`config.mk`:
```
export PLATFORM = sky130hd
export DESIGN_NAME = mem_access_ctrl
export DESIGN_NICKNAME = d
export VERILOG_FILES = /design/src/rtl/mem_access_ctrl_pkg.sv /design/src/rtl/mem_access_ctrl_load_extend.sv /design/src/rtl/mem_access_ctrl.sv
export SDC_FILE = /design/constraint.sdc
export NUM_CORES = 1
export LEC_CHECK = 0
export CAP_MARGIN = 20
export CORE_ASPECT_RATIO = 1.1
export CORE_MARGIN = 5
export CORE_UTILIZATION = 40
export CTS_CLUSTER_DIAMETER = 200
export DETAILED_ROUTE_END_ITERATION = 6
export PLACE_DENSITY = 0.79
export REMOVE_ABC_BUFFERS = 1
export SLEW_MARGIN = 20
export SYNTH_ARGS = -nofsm -noshare
export SYNTH_HDL_FRONTEND = slang
export SYNTH_SLANG_ARGS = --single-unit
```
`constraint.sdc`:
```
create_clock -name clk_i -period 4.1 [get_ports clk_i]
set_input_delay 0.82 -clock clk_i [delete_from_list [all_inputs] [get_ports clk_i]]
set_output_delay 0.82 -clock clk_i [all_outputs]
set_load 0.02 [all_outputs]
```
`src/rtl/mem_access_ctrl_pkg.sv`:
```
// Shared definitions for the load/store sequencer: access width codes,
// sequencer states, IO window defaults and small combinational helpers.
package mem_access_ctrl_pkg;

   // Access width encoding as presented by the EX/MEM pipeline register.
   localparam logic [1:0] W_BYTE    = 2'b00;
   localparam logic [1:0] W_HALF    = 2'b01;
   localparam logic [1:0] W_ILLEGAL = 2'b10;
   localparam logic [1:0] W_WORD    = 2'b11;

   // First byte address of the memory-mapped IO window (runs to the top of
   // the 32-bit space) and the default ack wait budget.
   localparam logic [31:0] IO_BASE_DEFAULT    = 32'hFFFF_FC00;
   localparam int unsigned IO_TIMEOUT_DEFAULT = 16;

   // Sequencer states.
   typedef enum logic [2:0] {
      ST_IDLE    = 3'd0,
      ST_ISSUE   = 3'd1,
      ST_RAM_RD  = 3'd2,
      ST_IO_WAIT = 3'd3,
      ST_RESP    = 3'd4
   } state_e;

   // Copy right-aligned store data onto every byte lane it may land on, so
   // the target lane picks its byte without any address-dependent shifting.
   function automatic logic [31:0] replicate_lanes(input logic [1:0]  width,
                                                   input logic [31:0] wdata);
      logic [31:0] rep;
      case (width)
         W_BYTE:  rep = {4{wdata[7:0]}};
         W_HALF:  rep = {2{wdata[15:0]}};
         default: rep = wdata;
      endcase
      return rep;
   endfunction

   // Illegal width code, or a half/word access not on its natural boundary.
   function automatic logic is_misaligned(input logic [1:0] width,
                                          input logic [1:0] addr_lo);
      logic bad;
      case (width)
         W_BYTE:  bad = 1'b0;
         W_HALF:  bad = addr_lo[0];
         W_WORD:  bad = (addr_lo != 2'b00);
         default: bad = 1'b1;
      endcase
      return bad;
   endfunction

endpackage

```
`src/rtl/mem_access_ctrl_load_extend.sv`:
```
// Combinational lane select plus sign/zero extension for raw IO read words.
// The IO port returns the full 32-bit word with the addressed byte or half
// still sitting in its lane; this picks it out and right-aligns it.
module mem_access_ctrl_load_extend
   import mem_access_ctrl_pkg::*;
(
   input  logic [31:0] word_i,
   input  logic [1:0]  offset_i,
   input  logic [1:0]  width_i,
   input  logic        sign_i,
   output logic [31:0] data_o
);

   logic [7:0]  lane [4];
   logic [7:0]  byte_sel;
   logic [15:0] half_sel;

   // Split the word into its four byte lanes.
   for (genvar gi = 0; gi < 4; gi++) begin : g_lane
      assign lane[gi] = word_i[8*gi +: 8];
   end

   // Pick the addressed byte / half; half accesses are 2-byte aligned so
   // only offset bit 1 matters for them.
   always_comb begin
      byte_sel = lane[offset_i];
      half_sel = {lane[{offset_i[1], 1'b1}], lane[{offset_i[1], 1'b0}]};
   end

   // Right-align and extend according to width and signedness.
   always_comb begin
      data_o = word_i;
      case (width_i)
         W_BYTE:  data_o = {{24{sign_i & byte_sel[7]}}, byte_sel};
         W_HALF:  data_o = {{16{sign_i & half_sel[15]}}, half_sel};
         default: data_o = word_i;
      endcase
   end

endmodule

```
`src/rtl/mem_access_ctrl.sv`:
```
// Load/store sequencer between the EX/MEM stage and a byte-lane data RAM
// with 1-cycle registered read, plus an ack-based IO window with timeout.
// One request is in flight at a time; every accepted request ends in a
// single-cycle response pulse carrying load data or an error flag.
module mem_access_ctrl
   import mem_access_ctrl_pkg::*;
#(
   parameter int unsigned RAM_ADDR_W = 16,
   parameter logic [31:0] IO_BASE    = IO_BASE_DEFAULT,
   parameter int unsigned IO_TIMEOUT = IO_TIMEOUT_DEFAULT
) (
   input  logic                  clk_i,
   input  logic                  rst_i,
   // request side
   input  logic                  req_valid_i,
   output logic                  req_ready_o,
   input  logic                  req_we_i,
   input  logic [1:0]            req_width_i,
   input  logic                  req_sign_i,
   input  logic [31:0]           req_addr_i,
   input  logic [31:0]           req_wdata_i,
   // response side
   output logic                  resp_valid_o,
   output logic [31:0]           resp_rdata_o,
   output logic                  resp_err_o,
   // data RAM
   output logic                  ram_wen_o,
   output logic [1:0]            ram_dat_width_o,
   output logic                  ram_sign_o,
   output logic [RAM_ADDR_W-1:0] ram_adr_o,
   output logic [31:0]           ram_dat_o,
   input  logic [31:0]           ram_dat_i,
   input  logic                  ram_bit_error_i,
   // IO port
   output logic                  io_sel_o,
   output logic                  io_we_o,
   output logic [9:0]            io_adr_o,
   output logic [31:0]           io_wdata_o,
   input  logic [31:0]           io_rdata_i,
   input  logic                  io_ack_i
);

   localparam int unsigned      CNT_W    = $clog2(IO_TIMEOUT + 1);
   // Last IO_WAIT cycle index before the wait budget is exhausted.
   localparam logic [CNT_W-1:0] CNT_LAST = CNT_W'(IO_TIMEOUT - 1);

   state_e                  state_q, state_d;
   logic                    we_q, we_d;
   logic [1:0]              width_q, width_d;
   logic                    sign_q, sign_d;
   logic [RAM_ADDR_W-1:0]   addr_q, addr_d;
   logic [31:0]             wdata_q, wdata_d;
   logic                    err_q, err_d;
   logic [31:0]             rdata_q, rdata_d;
   logic [CNT_W-1:0]        cnt_q, cnt_d;

   logic                    req_misaligned;
   logic                    req_is_io;
   logic                    req_out_of_range;
   logic                    req_err;
   logic [31:0]             lane_data;
   logic [31:0]             io_load_data;
   logic                    in_issue;
   logic                    in_io_wait;
   logic                    in_resp;

   // Classify the presented request: bad width/alignment, IO window, or an
   // address beyond the RAM that is not in the IO window.
   always_comb begin
      req_misaligned   = is_misaligned(req_width_i, req_addr_i[1:0]);
      req_is_io        = (req_addr_i >= IO_BASE);
      req_out_of_range = !req_is_io && ((req_addr_i >> RAM_ADDR_W) != 32'd0);
      req_err          = req_misaligned || req_out_of_range;
   end

   // Store data replicated onto lanes, shared by the RAM and IO write paths.
   assign lane_data = replicate_lanes(width_q, wdata_q);

   // IO reads come back lane-positioned; extract and extend here.
   mem_access_ctrl_load_extend u_load_extend (
      .word_i   (io_rdata_i),
      .offset_i (addr_q[1:0]),
      .width_i  (width_q),
      .sign_i   (sign_q),
      .data_o   (io_load_data)
   );

   // Next-state and datapath update for the sequencer.
   always_comb begin
      state_d = state_q;
      we_d    = we_q;
      width_d = width_q;
      sign_d  = sign_q;
      addr_d  = addr_q;
      wdata_d = wdata_q;
      err_d   = err_q;
      rdata_d = rdata_q;
      cnt_d   = cnt_q;

      case (state_q)
         ST_IDLE: begin
            if (req_valid_i) begin
               we_d    = req_we_i;
               width_d = req_width_i;
               sign_d  = req_sign_i;
               addr_d  = req_addr_i[RAM_ADDR_W-1:0];
               wdata_d = req_wdata_i;
               err_d   = req_err;
               rdata_d = '0;
               cnt_d   = '0;
               if (req_err) begin
                  state_d = ST_RESP;
               end else if (req_is_io) begin
                  state_d = ST_IO_WAIT;
               end else begin
                  state_d = ST_ISSUE;
               end
            end
         end

         ST_ISSUE: begin
            // A store completes here; the RAM flags a lane problem in the
            // same cycle. A load waits one cycle for the registered read.
            if (we_q) begin
               err_d   = ram_bit_error_i;
               state_d = ST_RESP;
            end else begin
               state_d = ST_RAM_RD;
            end
         end

         ST_RAM_RD: begin
            // RAM has already extended the value to 32 bits.
            rdata_d = ram_dat_i;
            state_d = ST_RESP;
         end

         ST_IO_WAIT: begin
            // Ack wins over timeout, including on the final allowed cycle.
            if (io_ack_i) begin
               rdata_d = we_q ? 32'd0 : io_load_data;
               state_d = ST_RESP;
            end else if (cnt_q == CNT_LAST) begin
               err_d   = 1'b1;
               state_d = ST_RESP;
            end else begin
               cnt_d = cnt_q + 1'b1;
            end
         end

         ST_RESP: begin
            state_d = ST_IDLE;
         end

         default: begin
            state_d = ST_IDLE;
         end
      endcase
   end

   // State and request latch registers; reset abandons any access silently.
   always_ff @(posedge clk_i) begin
      if (rst_i) begin
         state_q <= ST_IDLE;
         we_q    <= 1'b0;
         width_q <= W_BYTE;
         sign_q  <= 1'b0;
         addr_q  <= '0;
         wdata_q <= '0;
         err_q   <= 1'b0;
         rdata_q <= '0;
         cnt_q   <= '0;
      end else begin
         state_q <= state_d;
         we_q    <= we_d;
         width_q <= width_d;
         sign_q  <= sign_d;
         addr_q  <= addr_d;
         wdata_q <= wdata_d;
         err_q   <= err_d;
         rdata_q <= rdata_d;
         cnt_q   <= cnt_d;
      end
   end

   // Output decode: RAM and IO buses are held at zero outside their active
   // state so nothing downstream sees stray toggles.
   always_comb begin
      in_issue   = (state_q == ST_ISSUE);
      in_io_wait = (state_q == ST_IO_WAIT);
      in_resp    = (state_q == ST_RESP);

      req_ready_o     = (state_q == ST_IDLE);

      resp_valid_o    = in_resp;
      resp_err_o      = in_resp & err_q;
      resp_rdata_o    = in_resp ? rdata_q : 32'd0;

      ram_wen_o       = in_issue & we_q;
      ram_dat_width_o = in_issue ? width_q : 2'b00;
      ram_sign_o      = in_issue & sign_q;
      ram_adr_o       = in_issue ? addr_q : '0;
      ram_dat_o       = (in_issue && we_q) ? lane_data : 32'd0;

      io_sel_o        = in_io_wait;
      io_we_o         = in_io_wait & we_q;
      io_adr_o        = in_io_wait ? addr_q[9:0] : 10'd0;
      io_wdata_o      = in_io_wait ? lane_data : 32'd0;
   end

endmodule

```
==> results_dict.tcl <==
set metrics [dict create \
    status "finished, final reports clean" \
    syn_inst 750 \
    pre_cts_slack_ns 0.9520 \
    post-cts-setup-buffers 0 \
    drive_above_1_share 0.06301 \
    worst-path-max-fanout 29 \
    cts.path.max_buffers 2 \
    cap_violations 0 \
    drc 0 \
    viasPerCell 5.402 \
    min_period_ns 3.486 \
    critical_path_required_ns 3.28 \
    fillers 1181 \
    io_pins 268 \
    p_per_area_nw_per_um2 260.1 \
    wl_met2_mm 9.911 \
    dieArea_um2 16130 \
    htree_levels 3 \
    cts_sinks 93 \
    layout_common_cells "clkdlybuf4s50_1 (266), nand2_1 (143), a21oi_1 (97)" \
    wl_per_cell_um 18.51 \
    hold_path_class "reg -> reg" \
    synthToLayoutAreaGrowth_pct 55.31 \
    die_w_um 121.6 \
    slew_viol_final 0 \
    clock_skew_ns 0.007841 \
    critPathKind "reg -> out" \
    fin_nets 1118 \
    final_hold_viol_count 0 \
    clk_pin_slew_worst_paths_ns 0.07 \
    tightest_slew_ns 1.021 \
    cts_resized 0 \
    numPortBuffers 267 \
    cts_hold_buffers 0 \
    dr_wl_met3_mm 2.053 \
    rows 44 \
    synth-async-reset-ratio 0 \
    relSlewSlack 0.3194 \
    setup_viol 0 \
    critPathArrivalTime_ns 2.67 \
    finalPower_mw 2.212 \
    first_iter_violations 476 \
    grt_max_degree 58 \
    grt_pass1_wl_mm 33.18 \
    ant_nets 0 \
    first_pass_iters 5 \
    grt.overflow.total 0 \
    p_leak_nw 3.284 \
    cts_buffers 9 \
    ys_seq_elements 93 \
    synth-edff-count 0 \
    coreArea_um2 13320 \
    post-route-period-util 0.8502 \
    die_h_um 132.7 \
    grt_antenna_before_repair 0 \
    yosys_warnings 0 \
    worst_slack_ns 0.6142 \
    max-vdd-ir-drop_mv 0.1781 \
    yosysSeqAreaShare 0.3400 \
    cp-end-kind "output port" \
    rsz0062_at_grt "false" \
    worstSetupStartpointType "register" \
    hpwl_mm 15.59 \
    gr-usage-all-layers 0.2580 \
    vias 6310 \
    grt_pass1_vias 6232 \
    drt_wl_total_mm 21.62 \
    top_layer "met4" \
    avgSynthCellArea_um2 7.302 \
    gp_congestion 0.8654 \
    synth_ff_type "dfxtp_1" \
    clock.fmax_ghz 0.2869 \
    start_util 0.4111 \
    root_buffer "clkbuf_16" \
    synth_cell_types 53 \
    wl_met1_mm 8.928 \
    tns_ns 0 \
    mostFrequentLayoutCell "clkdlybuf4s50_1" \
    n_antenna_cell 0 \
    cts_tree "built" \
    timing.hold.ws_ns 0.4493 \
    clk_latency_ns 0.34 \
    synth_area_um2 5477 \
]
==> kinds of logic (layout without fill, tap and decap cells) <==
family | count (synthesis) | in the layout | share of synthesized area
AO/OA/AOI/OAI | 180 | 180 | 0.2100
multiplexers | 39 | 39 | 0.07265
XOR/XNOR | 3 | 3 | 0.004799
AND/OR/NAND/NOR | 362 | 362 | 0.3130
adder cells (fa/ha/maj) | 2 | 2 | 0.004569
flip-flops | 93 | 93 | 0.3400
buffers and inverters | 71 | 305 | 0.05506
==> stage by stage <==
step,util,cell area (um2),std cells
after CTS,0.6384,8506,1168
after detailed placement,0.6180,8233,1152
after global placement,0.6180,8233,1152
final,0.6384,8506,1168
after global routing,0.6384,8506,1168
after floorplan,-,5197,685
==> power by group <==
group | internal [mW] | switching [mW] | total, mW
clock network | 0.412 | 0.366 | 0.779
logic | 0.221 | 0.216 | 0.437
registers | 0.956 | 0.0409 | 0.997
total | 1.59 | 0.623 | 2.21
==> critical path, cell delays in order, from the launching register on <==
cell,delay [ns]
dfxtp_1,0.57
nor3b_2,0.24
buf_4,0.32
nand2_2,0.35
nor2_1,0.20
clkdlybuf4s50_1,0.64
==> Yosys cell counts, drive strengths merged (2+ instances only) <==
cell type	number	area, um2
mux2	3	33.78
inv	6	22.52
a21oi	98	494.2
a221oi	17	211.5
ha	2	25.02
o21ai	34	170.2
nand3	3	15.01
and3	42	262.8
xor2	2	17.52
nand2	145	546.8
nand4	6	37.54
buf	27	136.4
nor2	90	347.8
clkbuf	38	142.6
a211oi	2	15.01
nor3b	9	67.56
nor2b	9	56.30
nor3	2	15.01
and2	40	250.2
o221ai	15	131.4
mux2i	36	364.1
dfxtp	93	1862
nor4	5	31.28
nand2b	7	43.79
==> area by class of cell <==
type                       instances  area [um2]  share of cell area
inverter                           6       22.52            0.002648
sequential                        93        1863              0.2190
timing repair buffer             283        2788              0.3277
clock buffer                       9       225.2             0.02648
multi-input combinational        586        3329              0.3914
clock inverter                     7       47.55            0.005590
tap                              184       230.2             0.02707
==> registers in the layout, indices dropped and copies added, names as in the netlist <==
signal / flops
width_q: 2
cnt_q: 5
sign_q: 1
we_q: 1
rdata_q: 32
addr_q: 16
err_q: 1
wdata_q: 32
state_q: 3
==> routing by layer <==
layer | vias to the layer above | global-route usage
met5 | - | 0
met1 | 2894 | 0.3237
met2 | 322 | 0.4178
li1 | 3050 | -
met3 | 44 | 0.06533
met4 | 0 | 0.1102
==> final timing paths <==
check                                        startpoint                        to  slack (ns)  cells past startpoint
worst min register to register  addr_q[10]$_SDFFE_PP0P_   addr_q[10]$_SDFFE_PP0P_        0.45                      2
worst max-delay path            state_q[0]$_SDFFE_PP0P_             ram_dat_o[27]        0.61                      5
worst max register to register  width_q[1]$_SDFFE_PP0P_  rdata_q[29]$_SDFFE_PP0P_        1.52                      6
worst min-delay path            addr_q[10]$_SDFFE_PP0P_   addr_q[10]$_SDFFE_PP0P_        0.45                      2
(Power assumes the default switching activity.)
